<file path="src/rtl/tecmo_pkg.sv">
// Shared types for the ROM download path: loader FSM states and the SDRAM word-write record.
package tecmo_pkg;

  localparam int unsigned SDRAM_ADDR_W = 23;
  localparam int unsigned SDRAM_DATA_W = 32;

  typedef enum logic [1:0] {
    StIdle,
    StLoading,
    StFlush,
    StDone
  } loader_state_t;

  typedef struct packed {
    logic [SDRAM_ADDR_W-1:0] addr;
    logic [SDRAM_DATA_W-1:0] data;
  } sdram_word_t;

endpackage

</file>
<file path="src/rtl/rom_loader_if.sv">
// SDRAM write-request bus: the loader is the master, the SDRAM controller the slave.
interface rom_loader_if;
  import tecmo_pkg::*;

  logic [SDRAM_ADDR_W-1:0] addr;
  logic [SDRAM_DATA_W-1:0] data;
  logic                    we;
  logic                    req;
  logic                    ack;

  modport master (output addr, output data, output we, output req, input ack);
  modport slave  (input addr, input data, input we, input req, output ack);

endinterface

</file>
<file path="src/rtl/loader_fifo.sv">
// Synchronous FIFO; a pop on a full FIFO frees the slot for a push in the same cycle.
module loader_fifo #(
  parameter int unsigned Width = 32,
  parameter int unsigned Depth = 4
) (
  input  logic                   clk,
  input  logic                   reset,
  input  logic                   push,
  input  logic [Width-1:0]       wdata,
  input  logic                   pop,
  output logic [Width-1:0]       rdata,
  output logic                   full,
  output logic                   empty,
  output logic [$clog2(Depth):0] count
);

  localparam int unsigned PtrW = $clog2(Depth);
  localparam int unsigned CntW = PtrW + 1;

  logic [Width-1:0] mem_q [Depth];
  logic [PtrW-1:0]  wr_ptr_q, rd_ptr_q;
  logic [CntW-1:0]  count_q;
  logic             do_push, do_pop;

  assign empty   = (count_q == '0);
  assign full    = (count_q == CntW'(Depth));
  assign do_pop  = pop & ~empty;
  assign do_push = push & (~full | do_pop);
  assign rdata   = mem_q[rd_ptr_q];
  assign count   = count_q;

  always_ff @(posedge clk or posedge reset) begin
    if (reset) begin
      wr_ptr_q <= '0;
      rd_ptr_q <= '0;
      count_q  <= '0;
    end else begin
      if (do_push) wr_ptr_q <= wr_ptr_q + 1'b1;
      if (do_pop)  rd_ptr_q <= rd_ptr_q + 1'b1;
      unique case ({do_push, do_pop})
        2'b10:   count_q <= count_q + 1'b1;
        2'b01:   count_q <= count_q - 1'b1;
        default: count_q <= count_q;
      endcase
    end
  end

  always_ff @(posedge clk) begin
    if (do_push) mem_q[wr_ptr_q] <= wdata;
  end

endmodule

</file>
<file path="src/rtl/rom_loader.sv">
// Packs the ioctl ROM byte stream into 32-bit little-endian SDRAM word writes via a word FIFO.
// Define ROM_LOADER_CHECKSUM_EN to enable the running byte checksum; otherwise checksum reads 0.
module rom_loader
  import tecmo_pkg::*;
#(
  parameter int unsigned             ADDR_WIDTH = 20,
  parameter logic [SDRAM_ADDR_W-1:0] BASE_ADDR  = 23'h0,
  parameter logic [7:0]              PAD_BYTE   = 8'h00,
  parameter int unsigned             FIFO_DEPTH = 4
) (
  input  logic                  clk,
  input  logic                  reset,
  input  logic                  ioctl_download,
  input  logic                  ioctl_wr,
  input  logic [ADDR_WIDTH-1:0] ioctl_addr,
  input  logic [7:0]            ioctl_data,
  rom_loader_if.master          sdram,
  output logic                  busy,
  output logic                  done,
  output logic                  overflow,
  output logic [15:0]           checksum
);

  localparam int unsigned IdxW = ADDR_WIDTH - 2;

  loader_state_t   state_q, state_d;
  logic            dl_q;
  logic [31:0]     word_q, word_d, new_word;
  logic [3:0]      mask_q, mask_d, new_mask;
  logic [IdxW-1:0] idx_q, idx_d, wr_idx;
  logic [1:0]      wr_lane;
  logic            pend_q, pend_d;
  logic            overflow_q, overflow_d;
  logic            req_q, req_d;
  logic            dl_rise, start, wr_ok, fresh;

  logic                         push, pop, fifo_full, fifo_empty;
  logic [$clog2(FIFO_DEPTH):0]  fifo_count;
  sdram_word_t                  push_word, head;

  function automatic logic [SDRAM_ADDR_W-1:0] word_addr(logic [IdxW-1:0] idx);
    return BASE_ADDR + SDRAM_ADDR_W'(idx);
  endfunction

  assign dl_rise = ioctl_download & ~dl_q;
  assign start   = dl_rise & ((state_q == StIdle) | (state_q == StDone));
  assign wr_ok   = ioctl_wr & (state_q == StLoading);
  assign wr_idx  = ioctl_addr[ADDR_WIDTH-1:2];
  assign wr_lane = ioctl_addr[1:0];
  // pend_q means the assembler holds a finished word, so the incoming byte starts afresh
  assign fresh   = pend_q | (mask_q == '0) | (wr_idx != idx_q);
  assign pop     = req_q & sdram.ack;

  always_comb begin
    new_word = fresh ? {4{PAD_BYTE}} : word_q;
    new_word[{wr_lane, 3'b000} +: 8] = ioctl_data;
    new_mask = (fresh ? 4'b0000 : mask_q) | (4'b0001 << wr_lane);
  end

  always_comb begin
    state_d   = state_q;
    word_d    = word_q;
    mask_d    = mask_q;
    idx_d     = idx_q;
    pend_d    = 1'b0;
    push      = 1'b0;
    push_word = '0;

    unique case (state_q)
      StIdle, StDone: if (dl_rise) state_d = StLoading;
      StLoading:      if (!ioctl_download) state_d = StFlush;
      StFlush: begin
        if (mask_q == '0 && !pend_q && fifo_empty && !req_q) state_d = StDone;
      end
      default:        state_d = StIdle;
    endcase

    if (pend_q) begin
      push           = 1'b1;
      push_word.addr = word_addr(idx_q);
      push_word.data = word_q;
      mask_d         = '0;
    end

    if (wr_ok) begin
      if (!pend_q && mask_q != '0 && wr_idx != idx_q) begin
        push           = 1'b1;
        push_word.addr = word_addr(idx_q);
        push_word.data = word_q;
      end
      word_d = new_word;
      mask_d = new_mask;
      idx_d  = wr_idx;
      if (wr_lane == 2'd3) begin
        // A jump onto lane 3 completes two words at once; the second goes out next cycle
        if (push) begin
          pend_d = 1'b1;
        end else begin
          push           = 1'b1;
          push_word.addr = word_addr(wr_idx);
          push_word.data = new_word;
          mask_d         = '0;
        end
      end
    end else if (state_q == StFlush && !pend_q && mask_q != '0) begin
      push           = 1'b1;
      push_word.addr = word_addr(idx_q);
      push_word.data = word_q;
      mask_d         = '0;
    end

    if (start) begin
      mask_d = '0;
      pend_d = 1'b0;
    end

    overflow_d = start ? 1'b0 : (overflow_q | (push & fifo_full & ~pop));
    req_d      = req_q ? (~sdram.ack | (fifo_count > 1) | push) : ~fifo_empty;
  end

  always_ff @(posedge clk or posedge reset) begin
    if (reset) begin
      state_q    <= StIdle;
      dl_q       <= 1'b0;
      word_q     <= '0;
      mask_q     <= '0;
      idx_q      <= '0;
      pend_q     <= 1'b0;
      overflow_q <= 1'b0;
      req_q      <= 1'b0;
    end else begin
      state_q    <= state_d;
      dl_q       <= ioctl_download;
      word_q     <= word_d;
      mask_q     <= mask_d;
      idx_q      <= idx_d;
      pend_q     <= pend_d;
      overflow_q <= overflow_d;
      req_q      <= req_d;
    end
  end

  loader_fifo #(
    .Width ($bits(sdram_word_t)),
    .Depth (FIFO_DEPTH)
  ) u_fifo (
    .clk   (clk),
    .reset (reset),
    .push  (push),
    .wdata (push_word),
    .pop   (pop),
    .rdata (head),
    .full  (fifo_full),
    .empty (fifo_empty),
    .count (fifo_count)
  );

  // The head entry stays in the FIFO until acked, so it is stable for the whole request
  assign sdram.req  = req_q;
  assign sdram.we   = req_q;
  assign sdram.addr = req_q ? head.addr : '0;
  assign sdram.data = req_q ? head.data : '0;

  assign busy     = (state_q == StLoading) | (state_q == StFlush);
  assign done     = (state_q == StDone);
  assign overflow = overflow_q;

`ifdef ROM_LOADER_CHECKSUM_EN
  logic [15:0] sum_q;

  always_ff @(posedge clk or posedge reset) begin
    if (reset) begin
      sum_q <= '0;
    end else if (start) begin
      sum_q <= '0;
    end else if (wr_ok) begin
      sum_q <= sum_q + 16'(ioctl_data);
    end
  end

  assign checksum = sum_q;
`else
  assign checksum = 16'h0;
`endif

endmodule

</file>
<file path="src/flat_wrapper.sv">
// flat-port wrapper written by rule: the top's interface ports become plain ports
module rom_loader_flat import tecmo_pkg::*;
#(
  parameter int unsigned             ADDR_WIDTH = 20,
  parameter logic [SDRAM_ADDR_W-1:0] BASE_ADDR  = 23'h0,
  parameter logic [7:0]              PAD_BYTE   = 8'h00,
  parameter int unsigned             FIFO_DEPTH = 4
)
  (clk, reset, ioctl_download, ioctl_wr, ioctl_addr, ioctl_data, busy, done, overflow, checksum, sdram_addr, sdram_data, sdram_we, sdram_req, sdram_ack);
  rom_loader_if sdram_i ();
  input  logic clk;
  input  logic reset;
  input  logic ioctl_download;
  input  logic ioctl_wr;
  input  logic [ADDR_WIDTH-1:0] ioctl_addr;
  input  logic [7:0] ioctl_data;
  output logic busy;
  output logic done;
  output logic overflow;
  output logic [15:0] checksum;
  output wire logic [$bits(sdram_i.addr)-1:0] sdram_addr;
  output wire logic [$bits(sdram_i.data)-1:0] sdram_data;
  output wire logic [$bits(sdram_i.we)-1:0] sdram_we;
  output wire logic [$bits(sdram_i.req)-1:0] sdram_req;
  input wire logic [$bits(sdram_i.ack)-1:0] sdram_ack;
  assign sdram_addr = sdram_i.addr;
  assign sdram_data = sdram_i.data;
  assign sdram_we = sdram_i.we;
  assign sdram_req = sdram_i.req;
  assign sdram_i.ack = sdram_ack;
  rom_loader #(.ADDR_WIDTH(ADDR_WIDTH), .BASE_ADDR(BASE_ADDR), .PAD_BYTE(PAD_BYTE), .FIFO_DEPTH(FIFO_DEPTH)) u_core (.clk(clk), .reset(reset), .ioctl_download(ioctl_download), .ioctl_wr(ioctl_wr), .ioctl_addr(ioctl_addr), .ioctl_data(ioctl_data), .sdram(sdram_i), .busy(busy), .done(done), .overflow(overflow), .checksum(checksum));
endmodule
</file>
<file path="config.mk">
export PLATFORM = sky130hd
export DESIGN_NAME = rom_loader_flat
export DESIGN_NICKNAME = d
export VERILOG_FILES = /design/src/rtl/tecmo_pkg.sv /design/src/rtl/rom_loader_if.sv /design/src/rtl/loader_fifo.sv /design/src/rtl/rom_loader.sv /design/src/flat_wrapper.sv
export SDC_FILE = /design/constraint.sdc
export NUM_CORES = 1
export LEC_CHECK = 0
export CAP_MARGIN = 20
export CORE_UTILIZATION = 40
export CTS_BUF_LIST = sky130_fd_sc_hd__clkbuf_8
export CTS_CLUSTER_SIZE = 14
export DETAILED_ROUTE_END_ITERATION = 16
export DONT_BUFFER_PORTS = 1
export GPL_TIMING_DRIVEN = 0
export SLEW_MARGIN = 20
export SYNTH_ARGS = -nofsm -noshare
export SYNTH_HDL_FRONTEND = slang
export SYNTH_SLANG_ARGS = --single-unit
</file>
<file path="constraint.sdc">
create_clock -name clk -period 6.6 [get_ports clk]
set_input_delay 1.65 -clock clk [delete_from_list [all_inputs] [get_ports clk]]
set_output_delay 1.65 -clock clk [all_outputs]
set_load 0.05 [all_outputs]
</file>
After elaboration in Yosys (flattened, before gate mapping)

Memory sizes are Yosys's and may differ from the RTL's.
Cells that the tools add are included.
W data, S select, Z words.

Output and inout bits: 76
Flip-flop bits (word level): 67
Memory bits (writable): 220
Word-level logic and storage cells: 107
Input port bits: 33
Memories kept: 1

Shifts and indexed selects: 3
Bitwise gates (word level): 22
Mux-type cells: 36
Eq/ne operators: 11
$add $sub $neg: 5
Reductions and logical operators: 17
Order comparisons: 1

Memory list:

| name                | depth | bits a word | read ports | clocked after memory_dff | write ports | RTL line          | RTL |
|---|---|---|---|---|---|---|---|
| u_core.u_fifo.mem_q | 4     | 55          | 1          | 0                        | 1           | loader_fifo.sv:20 | `logic [Width-1:0] mem_q [Depth];` |

Operators with widths:

| kind                     | number |
|---|---|
| $mux W50                 | 4 |
| $mux W55                 | 2 |
| $mux W32                 | 2 |
| $bwmux W32               | 1 |
| $shift A8 B7 Y32 const A | 1 |
| $shiftx A8 B7 Y32        | 1 |
| $mux W4                  | 7 |
| $mux W23                 | 1 |
| $ne A18 B18 Y1           | 1 |
| $mux W1                  | 14 |
| $and A1 B1 Y1            | 8 |
| $eq A2 B2 Y1 const B     | 4 |
| $or A1 B1 Y1             | 8 |
| $reduce_bool A4 Y1       | 2 |
| $logic_and A1 B1 Y1      | 7 |
| $neg A5 Y7               | 1 |
| $mux W2                  | 3 |
| $pmux W2 S3              | 1 |
| $pmux W3 S2              | 1 |
| $not A1 Y1               | 5 |
| $add A2 B1 Y2 const B    | 2 |
| $eq A2 B1 Y1 const B     | 2 |
| $logic_not A4 Y1         | 1 |
| $ne A2 B1 Y1 const B     | 2 |
| 13 further kinds         | 14 |

Depth between registers and ports, before layout

Gate-level depths: netlist of the first run.

Depth in word-level cells: 11
Mapped depth: 11
Depth with buffers taken out: 9

Modules after synthesis

A second synthesis of the first run with hierarchy kept.

Cell total of the unflattened synthesis: 913
Area, all modules: 13161.4 um^2

By module, submodules not included:

| module      | instances | area each (um^2) | cells an instance |
|---|---|---|---|
| loader_fifo | 1         | 8354.3           | 326 |
| rom_loader  | 1         | 4807.1           | 587 |

Least setup slack after synthesis of the first run

No wires, ideal clock.

Path type: input-to-reg
Start: input ioctl_wr
End: memory u_core.u_fifo.mem_q[0][0] (netlist name) (enable)
Setup time: 0.413 ns
Stages on the path: 8
Buffers on the path: 1
Slack: 2.152 ns
Data required time: 6.187 ns
Arrival time: 4.036 ns
Path through: and2_1 -> clkbuf_1 -> a21oi_1 -> o21ba_2 -> a31oi_1 -> inv_1 -> a31oi_1 -> and2_1

Cells in the longest elaborated chain, start to end: 5

Ends and longest elaborated chain:

| element                       | RTL line           | RTL |
|---|---|---|
| from (decl)                   | flat_wrapper.sv:14 | `input logic ioctl_wr;` |
| $and A1 B1 Y1                 | rom_loader.sv:47   | `assign wr_ok = ioctl_wr & (state_q == StLoading);` |
| $mux W1                       | rom_loader.sv:85   | `if (wr_ok) begin` |
| $and A1 B1 Y1                 | loader_fifo.sv:28  | `assign do_push = push & (~full \| do_pop);` |
| $mux W1                       | loader_fifo.sv:49  | `if (do_push) mem_q[wr_ptr_q] <= wdata;` |
| $mux W1 (implied by the code) | loader_fifo.sv:49  |  |
| to (decl)                     | loader_fifo.sv:20  |  |

Every way passes these cells.

Final worst setup path of the first run

Start: register u_core.req_q (netlist: u_core.sdram.req)
End: output sdram_addr[9]

Cells in the longest elaborated chain, start to end: 1

Ends and longest elaborated chain:

| element                | RTL line           | RTL |
|---|---|---|
| from (decl)            | rom_loader.sv:34   | `logic req_q, req_d;` |
| from (signal assigned) | rom_loader.sv:139  | `req_q <= req_d;` |
| $mux W23               | rom_loader.sv:161  | `assign sdram.addr = req_q ? head.addr : '0;` |
| to (decl)              | flat_wrapper.sv:21 | `output wire logic [$bits(sdram_i.addr)-1:0] sdram_addr;` |

Every way passes these cells.

==> metrics.md, run 1 <==
| Metric | Value |
|---|---|
| Status | finished, final reports clean |
| Layout filler cell count | 2,509 |
| Endpoints failing hold | 0 |
| Die height | 172 µm |
| Setup tns final | 0 ns |
| Final non-filler cell area | 13,000 µm² |
| Distinct cell type count after synthesis | 52 |
| Netlist area before placement | 11,500 µm² |
| Post-CTS resize count | 0 |
| Clock root cell | sky130_fd_sc_hd__clkbuf_8 |
| Maximum number of pins on one net before global-route repair | 41 |
| Hold-fix buffers, CTS | 0 |
| Largest fanout on the critical path | 10 |
| Reg clk slew, reported paths | 0.06 ns |
| Total design power | 0.00618 W |
| Maximum capacitance violations | 0 |
| Most common cell after layout, fill and taps aside | sky130_fd_sc_hd__edfxtp_1 |
| Worst-Skew Late Latency | 0.54 ns |
| Static Leakage | 4.62 nW |
| Number of cells traversed by the worst register-to-register path | 11 |
| Nature of the critical path endpoint | output pin |
| Total of endpoints with negative setup slack in the final report | 0 |
| Post-synth EDFFs | 200 |
| Final estimated routing congestion in global placement | 0.790 |
| Slew at the pin closest to its max-slew limit | 0.936 ns |
| Share of the core filled with cells | 46.2% |
| HPWL Detailed | 16,200 µm |
| Average wire per standard cell | 20.3 µm |
| Fin crit period | 4.61 ns |
| Hold Path Class | reg -> reg |
| Portion of the post-synthesis area used by sequential elements | 66.6% |
| WS Path Type | reg -> out |
| R2r setup slk | 3.30 ns |
| Setup Slack @ Placement | 2.32 ns |
| Required time at the endpoint of the critical path | 4.95 ns |
| Ratio of routed vias to standard cells | 5.21 |
| Synthesized area per cell | 16.1 µm² |
| Worst setup endpoint | sdram_addr[9] |
| Initial core utilization | 41.1% |
| Ys async rst share | 25.1% |
| Total clock sinks | 267 |
| Total of buffers placed on input and output ports | 0 |
| Number of levels the H-tree was split into | 2 |
| Final layout net count | 839 |
| # IOs | 109 |
| Number of register bits inferred by synthesis | 267 |
| Die Footprint | 29,500 µm² |
| Number of design rule violations left after detail routing | 0 |
| Clock buffers created by TritonCTS | 43 |
| Yosys warns | 0 |
| Worst setup startpoint | u_core.sdram.req$_DFF_PP0_ |
| Ratio of final minimum period to clock period | 69.9% |
| Horizontal die dimension | 172 µm |
| Layout overhead on the synthesized area | 12.5% |
| Remaining global-route overflow | 0 |
| Startpoint class of the critical path | flip-flop |
| Arrival time worst endpoint | 2.96 ns |
| Post-Syn Instances | 718 |
| Worst reg2reg endpoint | u_core.u_fifo.mem_q[2][31]$_DFFE_PP_ |
| Max-slew violation total from the final report | 0 |
| Clock tree from TritonCTS | yes |
| Number of global-route vias before repair | 6,479 |
| Leading register cell type out of synthesis | sky130_fd_sc_hd__edfxtp_1 |
| Overall via count from detail_route | 6,255 |
| Global Route Usage Sum | 17.1% |
| Detailed Route Iter0 Violations | 495 |
| Initial antenna violation count | 0 |
| Wire length of the first global-routing pass | 37,700 µm |
| Count of TritonRoute iterations in the first routing pass | 5 |
| Most frequent cells in the layout | 200 x sky130_fd_sc_hd__edfxtp_1, 85 x sky130_fd_sc_hd__a22o_1, 67 x sky130_fd_sc_hd__dfrtp_1 |
| Maximum achievable frequency | 0.217 GHz |
| Number of inserted diodes | 0 |
| Maximum buffer depth of the clock tree | 3 |
| Core Box Area | 28,100 µm² |
| Count of antenna-violating nets left after detailed routing | 0 |
| Largest voltage drop on the vdd net | 0.000201 V |
| Post-DP Area | 12,200 µm² |
| Worst slew margin relative to its limit | 37.6% |
| PwrDens | 476 nW/µm² |
| Proportion of layout cells with a drive suffix above 1 | 19.0% |
| Unrepaired setup endpoints after global routing | false |
| Reg2Reg Launch Point | u_core.state_q[1]$_DFFE_PP0P_ |
| Setup ws final | 1.99 ns |
| Post-route clock skew | 0.0233 ns |
| Launch point of the worst hold path | u_core.mask_q[3]$_DFFE_PP0P_ |
| Rows | 61 |
| Number of buffers inserted by post-CTS setup repair | 0 |
| Wirelength, routed | 24,300 µm |
-- synthesized netlist by cell type, types with 9 or more instances --
cell	number	share of area, %
sky130_fd_sc_hd__xnor2_1	16	1.2
sky130_fd_sc_hd__clkbuf_1	20	0.65
sky130_fd_sc_hd__nor2_1	16	0.52
sky130_fd_sc_hd__buf_1	13	0.42
sky130_fd_sc_hd__a22o_1	85	6.5
sky130_fd_sc_hd__o21ai_0	9	0.39
sky130_fd_sc_hd__mux4_2	50	9.8
sky130_fd_sc_hd__buf_4	22	1.4
sky130_fd_sc_hd__edfxtp_1	200	52
sky130_fd_sc_hd__nand2_1	57	1.9
sky130_fd_sc_hd__ha_1	18	2.0
sky130_fd_sc_hd__inv_1	16	0.52
sky130_fd_sc_hd__dfrtp_1	67	15
sky130_fd_sc_hd__and2_1	55	3.0
-- report_power, final --
part	total [W]	internal, W	switching (W)
clock	0.00127	0.000644	0.000621
sequential	0.00230	0.00216	0.000145
combinational	0.00261	0.000738	0.00188
-- worst max-delay path, cell delays in order, from the launching register on --
cell                       delay, ns
sky130_fd_sc_hd__dfrtp_1        0.66
sky130_fd_sc_hd__clkbuf_1       0.63
sky130_fd_sc_hd__clkbuf_1       0.53
sky130_fd_sc_hd__and2_1         0.59
-- cell type report --
class	instances	area [µm²]	share of cell area, %
Sequential cell	267	7680	59.2
Multi-Input combinational cell	396	3560	27.4
Clock buffer	46	633	4.88
Tap cell	378	473	3.64
Inverter	16	62.6	0.482
Clock inverter	33	138	1.06
Timing Repair Buffer	5	108	0.829
Buffer	59	322	2.48
-- flip-flops by register name, summed over array words and instances, names as in the netlist, 2 cells and up --
name	flops
u_core.u_fifo.rd_ptr_q	2
u_core.state_q	2
u_core.idx_q	18
u_core.word_q	32
u_core.u_fifo.wr_ptr_q	2
u_core.u_fifo.mem_q	200
u_core.u_fifo.count	3
u_core.mask_q	4
-- metrics by stage --
stage,hold WS (ns),std cells
3_3_place_gp,0.462,1116
2_1_floorplan,0.442,738
4_1_cts,0.477,1200
5_1_grt,0.494,1200
3_5_place_dp,0.465,1121
6_report,0.479,1200
-- cells by family after synthesis --
logic type	Yosys count	synth area share, %
flops	267	66.6
simple gates	159	7.36
compound gates	128	9.47
buf+inv	75	3.31
mux	51	9.86
xor+xnor	19	1.44
fa+ha+maj	18	1.95
other cells	1	0.0325
-- layer usage --
metal,part of all wire (%),vias to the layer above,track usage [%]
met4,2.4,0,6.16
met5,0,-,0
met3,6.0,41,3.96
met2,48,168,27.5
met1,44,3184,22.7
li1,-,2862,-
-- worst min path at each step --
stage / cells after the start / end
after floorplan: 1 / u_core.mask_q[3]$_DFFE_PP0P_
after global placement: 1 / u_core.mask_q[3]$_DFFE_PP0P_
after detailed placement: 1 / u_core.mask_q[3]$_DFFE_PP0P_
after CTS: 1 / u_core.mask_q[3]$_DFFE_PP0P_
after global routing: 1 / u_core.mask_q[3]$_DFFE_PP0P_
final: 1 / u_core.mask_q[3]$_DFFE_PP0P_
(Power assumes the default switching activity.)
==> run 2: changes to the inputs <==
- clock period: 6.6 -> 3.9 ns (I/O delays scaled with it)
==> run 2 against run 1 <==
Against the previous run:
- final cell count unchanged
- critical path type unchanged
- die area unchanged
- global-route usage about the same
- critical path depth unchanged
- highest routed layer unchanged
- routed wire length about the same
- largest power group unchanged
- non-clock buffer count unchanged
==> metrics.md, run 2 (synthesis results as in run 1) <==
| Metric | Value |
|---|---|
| Layout overhead on the synthesized area | 12.7% |
| Status | finished, final reports clean |
| Initial core utilization | 41.1% |
| Maximum achievable frequency | 0.269 GHz |
| Startpoint class of the critical path | flip-flop |
| Worst-Skew Late Latency | 0.54 ns |
| Remaining global-route overflow | 0 |
| Reg clk slew, reported paths | 0.06 ns |
| Ratio of final minimum period to clock period | 95.3% |
| Horizontal die dimension | 172 µm |
| Max-slew violation total from the final report | 0 |
| Total of buffers placed on input and output ports | 0 |
| Worst setup startpoint | u_core.sdram.req$_DFF_PP0_ |
| Post-DP Area | 12,200 µm² |
| Setup tns final | 0 ns |
| Maximum number of pins on one net before global-route repair | 41 |
| Overall via count from detail_route | 6,249 |
| Static Leakage | 4.63 nW |
| Number of inserted diodes | 0 |
| Power share of the clock group | 20.4% |
| Maximum buffer depth of the clock tree | 3 |
| Register bank with the most flops | u_core.u_fifo.mem_q |
| Total clock sinks | 267 |
| Rows | 61 |
| R2r setup slk | 0.59 ns |
| Unrepaired setup endpoints after global routing | false |
| Global Route Usage Sum | 17.1% |
| FF+latch area | 7680 µm² |
| Worst Hold Slack | 0.367 ns |
| Flip-flop count of the largest register, all copies and words added | 200 |
| Number of design rule violations left after detail routing | 0 |
| Clock root cell | sky130_fd_sc_hd__clkbuf_8 |
| Wire length of the first global-routing pass | 37,700 µm |
| Detailed Route Iter0 Violations | 526 |
| Slew at the pin closest to its max-slew limit | 0.805 ns |
| Most common cell after layout, fill and taps aside | sky130_fd_sc_hd__edfxtp_1 |
| Nature of the critical path endpoint | output pin |
| Sw Ratio | 42.7% |
| Die Footprint | 29,500 µm² |
| Worst slew margin relative to its limit | 45.9% |
| Worst setup endpoint | sdram_addr[9] |
| Sw Pwr | 0.00447 W |
| Final non-filler cell area | 13,000 µm² |
| Most frequent cells in the layout | 200 x sky130_fd_sc_hd__edfxtp_1, 85 x sky130_fd_sc_hd__a22o_1, 67 x sky130_fd_sc_hd__dfrtp_1 |
| Part of the power in registers | 37.2% |
| Required time at the endpoint of the critical path | 2.92 ns |
| Area used by multi-input combinational logic | 3560 µm² |
| Wirelength, routed | 24,300 µm |
| Largest fanout on the critical path | 10 |
| Total of endpoints with negative setup slack in the final report | 0 |
| Number of buffers inserted by post-CTS setup repair | 0 |
| Largest registers | u_core.u_fifo.mem_q: 200 flops, u_core.word_q: 32 flops, u_core.idx_q: 18 flops |
| Endpoints failing hold | 0 |
| Average wire per standard cell | 20.3 µm |
| Busiest grt layer | met2 |
| Proportion of layout cells with a drive suffix above 1 | 19.7% |
| Met3 routing resource usage after global routing | 3.96% |
| Final layout net count | 839 |
| Number of global-route vias before repair | 6,482 |
| # IOs | 109 |
| HPWL Detailed | 16,200 µm |
| PwrDens | 806 nW/µm² |
| Number of levels the H-tree was split into | 2 |
| Portion of total power attributed to combinational logic | 42.4% |
| Reg2Reg Launch Point | u_core.state_q[1]$_DFFE_PP0P_ |
| Clock buffers created by TritonCTS | 43 |
| Arrival time worst endpoint | 2.74 ns |
| Core Box Area | 28,100 µm² |
| Ratio of routed vias to standard cells | 5.21 |
| Met1 Track Usage GR | 22.7% |
| Post-route clock skew | 0.0232 ns |
| Hold Path Class | in -> async |
| Final estimated routing congestion in global placement | 0.790 |
| Number of cells traversed by the worst register-to-register path | 11 |
| Largest voltage drop on the vdd net | 0.000343 V |
| Count of antenna-violating nets left after detailed routing | 0 |
| WS Path Type | reg -> out |
| Initial antenna violation count | 0 |
| Met2 routing resource usage after global routing | 27.5% |
| Layout filler cell count | 2,507 |
| Die height | 172 µm |
| Worst reg2reg endpoint | u_core.u_fifo.mem_q[2][31]$_DFFE_PP_ |
| Clock tree from TritonCTS | yes |
| Share of the core filled with cells | 46.3% |
| Fin crit period | 3.72 ns |
| Maximum capacitance violations | 0 |
| Internal Power | 0.00601 W |
| Count of TritonRoute iterations in the first routing pass | 5 |
[run 2: final cells by class]
type                            instances  area share, %
Sequential cell                       267           59.1
Clock buffer                           46           4.87
Timing Repair Buffer                    5          0.827
Buffer                                 59           2.67
Tap cell                              378           3.64
Clock inverter                         33           1.06
Inverter                               16          0.481
Multi-Input combinational cell        396           27.4
[run 2: routing by layer]
layer | part of all wire, % | vias up
met5 | 0 | -
met4 | 2.4 | 0
met3 | 6.4 | 41
met2 | 48 | 173
met1 | 44 | 3172
li1 | - | 2863
[run 2: power groups by stage]
stage | clock network (W) | registers, W | logic [W]
after floorplan | 0 | 0.00390 | 0.00373
after global placement | 0 | 0.00396 | 0.00443
after detailed placement | 0 | 0.00395 | 0.00450
after CTS | 0.00220 | 0.00390 | 0.00453
after global routing | 0.00232 | 0.00395 | 0.00477
final | 0.00214 | 0.00389 | 0.00444
[run 2: worst min path at each step]
stage                                             from                      endpoint  cells after the start
after global placement    u_core.mask_q[3]$_DFFE_PP0P_  u_core.mask_q[3]$_DFFE_PP0P_                      1
final                                            reset  u_core.idx_q[15]$_DFFE_PP0P_                      1
after floorplan           u_core.mask_q[3]$_DFFE_PP0P_  u_core.mask_q[3]$_DFFE_PP0P_                      1
after global routing                             reset  u_core.idx_q[15]$_DFFE_PP0P_                      1
after detailed placement  u_core.mask_q[3]$_DFFE_PP0P_  u_core.mask_q[3]$_DFFE_PP0P_                      1
after CTS                                        reset    u_core.sdram.req$_DFF_PP0_                      1
[run 2: through the flow]
stage | power (W) | instances | worst slack [ns]
6_report | 0.0105 | 1200 | 0.185
5_1_grt | 0.0110 | 1200 | 0.0729
4_1_cts | 0.0106 | 1200 | 0.00788
3_5_place_dp | 0.00845 | 1121 | 0.297
3_3_place_gp | 0.00839 | 1116 | -1.22
2_1_floorplan | 0.00763 | 738 | 0.127
[run 2: critical path, cell delays in order, from the launching register on]
cell	delay, ns
sky130_fd_sc_hd__dfrtp_1	0.66
sky130_fd_sc_hd__clkbuf_2	0.42
sky130_fd_sc_hd__clkbuf_1	0.52
sky130_fd_sc_hd__and2_1	0.59
[run 2: timing repair]
action	in CTS	in global routing
hold buffers	0	0
endpoints found under the setup margin	38	18
resized for setup	8	3
gates cloned	0	0
==> run 3: changes to the inputs <==
- PLACE_DENSITY: not set -> 0.64
- SLEW_MARGIN: 20 -> not set
==> run 3 against run 2 <==
Against the previous run:
- first-iteration DRC count decreased by 39%
- via count down 1.3%
- sequential share of layout area increased by 0.068 points
- total power rose by 0.15%
- critical path depth rose by 1
- non-clock buffer count fell by 1
- clock power about the same
- routed wire length down 2.2%
- global-route usage down 0.15 points
- clock skew fell by 0.0058 ns
- hold slack better by 0.027 ns
- critical endpoint is now sdram_data[8]
- largest power group unchanged
==> metrics.md, run 3 (synthesis results as in run 1) <==
| Metric | Value |
|---|---|
| Buffer and inverter count on the worst path | 2 |
| Core Box Area | 28,100 µm² |
| Average wire per standard cell | 19.9 µm |
| Ratio of final minimum period to clock period | 93.5% |
| Max-slew violation total from the final report | 0 |
| Final layout net count | 837 |
| Global Route Usage Sum | 16.9% |
| Required time at the endpoint of the critical path | 2.92 ns |
| Post-DP Area | 12,200 µm² |
| Sw Pwr | 0.00444 W |
| Number of global-route vias before repair | 6,454 |
| Most frequent cells in the layout | 200 x sky130_fd_sc_hd__edfxtp_1, 85 x sky130_fd_sc_hd__a22o_1, 67 x sky130_fd_sc_hd__dfrtp_1 |
| Part of the power in registers | 37.2% |
| Internal Power | 0.00605 W |
| Number of levels the H-tree was split into | 2 |
| Number of inserted diodes | 0 |
| Wire length of the first global-routing pass | 37,300 µm |
| Count of antenna-violating nets left after detailed routing | 0 |
| Maximum number of pins on one net before global-route repair | 68 |
| Flip-flop count of the largest register, all copies and words added | 200 |
| Die Footprint | 29,500 µm² |
| Static Leakage | 4.63 nW |
| Kind of cell with the highest combined delay on the critical path | buffers and inverters |
| Fin crit period | 3.65 ns |
| Number of design rule violations left after detail routing | 0 |
| Die height | 172 µm |
| Wirelength, routed | 23,800 µm |
| Startpoint class of the critical path | flip-flop |
| Number of cells in the design after placement | 1,120 |
| Horizontal die dimension | 172 µm |
| Largest registers | u_core.u_fifo.mem_q: 200 flops, u_core.word_q: 32 flops, u_core.idx_q: 18 flops |
| Setup tns final | 0 ns |
| Most common cell after layout, fill and taps aside | sky130_fd_sc_hd__edfxtp_1 |
| Post-route clock skew | 0.0174 ns |
| Final non-filler cell area | 13,000 µm² |
| Sw Ratio | 42.3% |
| HPWL Detailed | 15,700 µm |
| Initial antenna violation count | 0 |
| Endpoints failing hold | 0 |
| Total clock sinks | 267 |
| Count of TritonRoute iterations in the first routing pass | 5 |
| Share of the core filled with cells | 46.2% |
| Initial core utilization | 41.1% |
| Clock root cell | sky130_fd_sc_hd__clkbuf_8 |
| Unrepaired setup endpoints after global routing | false |
| Overall via count from detail_route | 6,170 |
| Clock tree from TritonCTS | yes |
| Power share of the clock group | 20.5% |
| Number of buffers inserted by post-CTS setup repair | 0 |
| Layout overhead on the synthesized area | 12.6% |
| Total of buffers placed on input and output ports | 0 |
| Status | finished, final reports clean |
| Nature of the critical path endpoint | output pin |
| Chain of cells forming the critical path | clkbuf_1 -> clkdlybuf4s15_2 -> mux4_2 -> and2_1 |
| Crit path max-delay cell type | sky130_fd_sc_hd__clkdlybuf4s15_2 |
| Rows | 61 |
| Total design power | 0.0105 W |
| # IOs | 109 |
| Portion of total power attributed to combinational logic | 42.3% |
| R2r setup slk | 0.38 ns |
| Clock buffers created by TritonCTS | 42 |
| Proportion of layout cells with a drive suffix above 1 | 19.5% |
| Total of endpoints with negative setup slack in the final report | 0 |
| Hold Path Class | in -> async |
| Arrival time worst endpoint | 2.67 ns |
| Post-route non-filler standard cell count | 1,193 |
| Final estimated routing congestion in global placement | 0.769 |
| Maximum achievable frequency | 0.274 GHz |
| Ratio of routed vias to standard cells | 5.17 |
| Largest fanout on the critical path | 10 |
| WS Path Type | reg -> out |
| Worst setup startpoint | u_core.u_fifo.rd_ptr_q[0]$_DFFE_PP0P_ |
| Reg clk slew, reported paths | 0.06 ns |
| Worst-Skew Late Latency | 0.53 ns |
| Maximum capacitance violations | 0 |
| Largest voltage drop on the vdd net | 0.000553 V |
| Peak per-stage delay on the critical path | 0.58 ns |
| PwrDens | 808 nW/µm² |
| Worst slew margin relative to its limit | 46.4% |
| Detailed Route Iter0 Violations | 322 |
| Maximum buffer depth of the clock tree | 3 |
| Hold-fix buffers, CTS | 0 |
| Reg2Reg Launch Point | u_core.state_q[1]$_DFFE_PP0P_ |
| Remaining global-route overflow | 0 |
| Register bank with the most flops | u_core.u_fifo.mem_q |
| Slew at the pin closest to its max-slew limit | 0.804 ns |
-- run 3: cell types whose count changed in the layout (fill, tap and decap cells not counted) --
cell and delta:
sky130_fd_sc_hd__inv_1 +2, sky130_fd_sc_hd__clkinv_1 -6, sky130_fd_sc_hd__buf_12 -1, sky130_fd_sc_hd__bufinv_16 +1
sky130_fd_sc_hd__clkdlybuf4s15_2 +2, sky130_fd_sc_hd__clkbuf_2 -2, sky130_fd_sc_hd__and2_2 +3, sky130_fd_sc_hd__and2_4 -3
sky130_fd_sc_hd__clkinv_2 -2, sky130_fd_sc_hd__inv_6 -1
-- run 3: final timing paths --
check	end	depth (start not counted)
setup / recovery	sdram_data[8]	4
hold / removal	u_core.state_q[0]$_DFFE_PP0P_	2
setup reg to reg	u_core.u_fifo.mem_q[0][22]$_DFFE_PP_	11
hold reg to reg	u_core.mask_q[3]$_DFFE_PP0P_	1
max in group asynchronous	u_core.idx_q[15]$_DFFE_PP0P_	2
min in group clk	u_core.dl_q$_DFF_PP0_	0
-- run 3: metrics by stage --
step                hold slack, ns  setup WS [ns]
finish                       0.394          0.253
global route                 0.391          0.108
CTS                          0.393          0.102
detailed placement           0.471          0.157
global placement             0.459          -1.16
floorplan                    0.442          0.127
-- run 3: power by group through the flow --
stage	Combinational [W]	Sequential [W]	Clock, W
after floorplan	0.00373	0.00390	0
after global placement	0.00443	0.00396	0
after detailed placement	0.00448	0.00395	0
after CTS	0.00451	0.00390	0.00222
after global routing	0.00476	0.00396	0.00233
final	0.00444	0.00390	0.00216
-- run 3: what timing repair did --
item / CTS / global route
hold endpoints to repair: 0 / 0
endpoints found under the setup margin: 43 / 0
gates resized for setup: 11 / 0
-- run 3: layout make-up --
type                    count  area [µm²]
plain buffers              59         360
fillers                  2502       15100
multi-input cells         396        3560
flip-flops and latches    267        7680
inverters                  16        62.6
clock inverters            27         134
repair buffers              4        87.6
well taps                 378         473
clock buffers              46         633
-- run 3: per-layer routing --
layer / GRT usage, % / part of all wire, % / wire length [µm]
met1: 22.9 / 44 / 10500
met5: 0 / 0 / 0
met3: 4.35 / 6.5 / 1540
met2: 26.6 / 47 / 11200
met4: 5.66 / 2.3 / 546
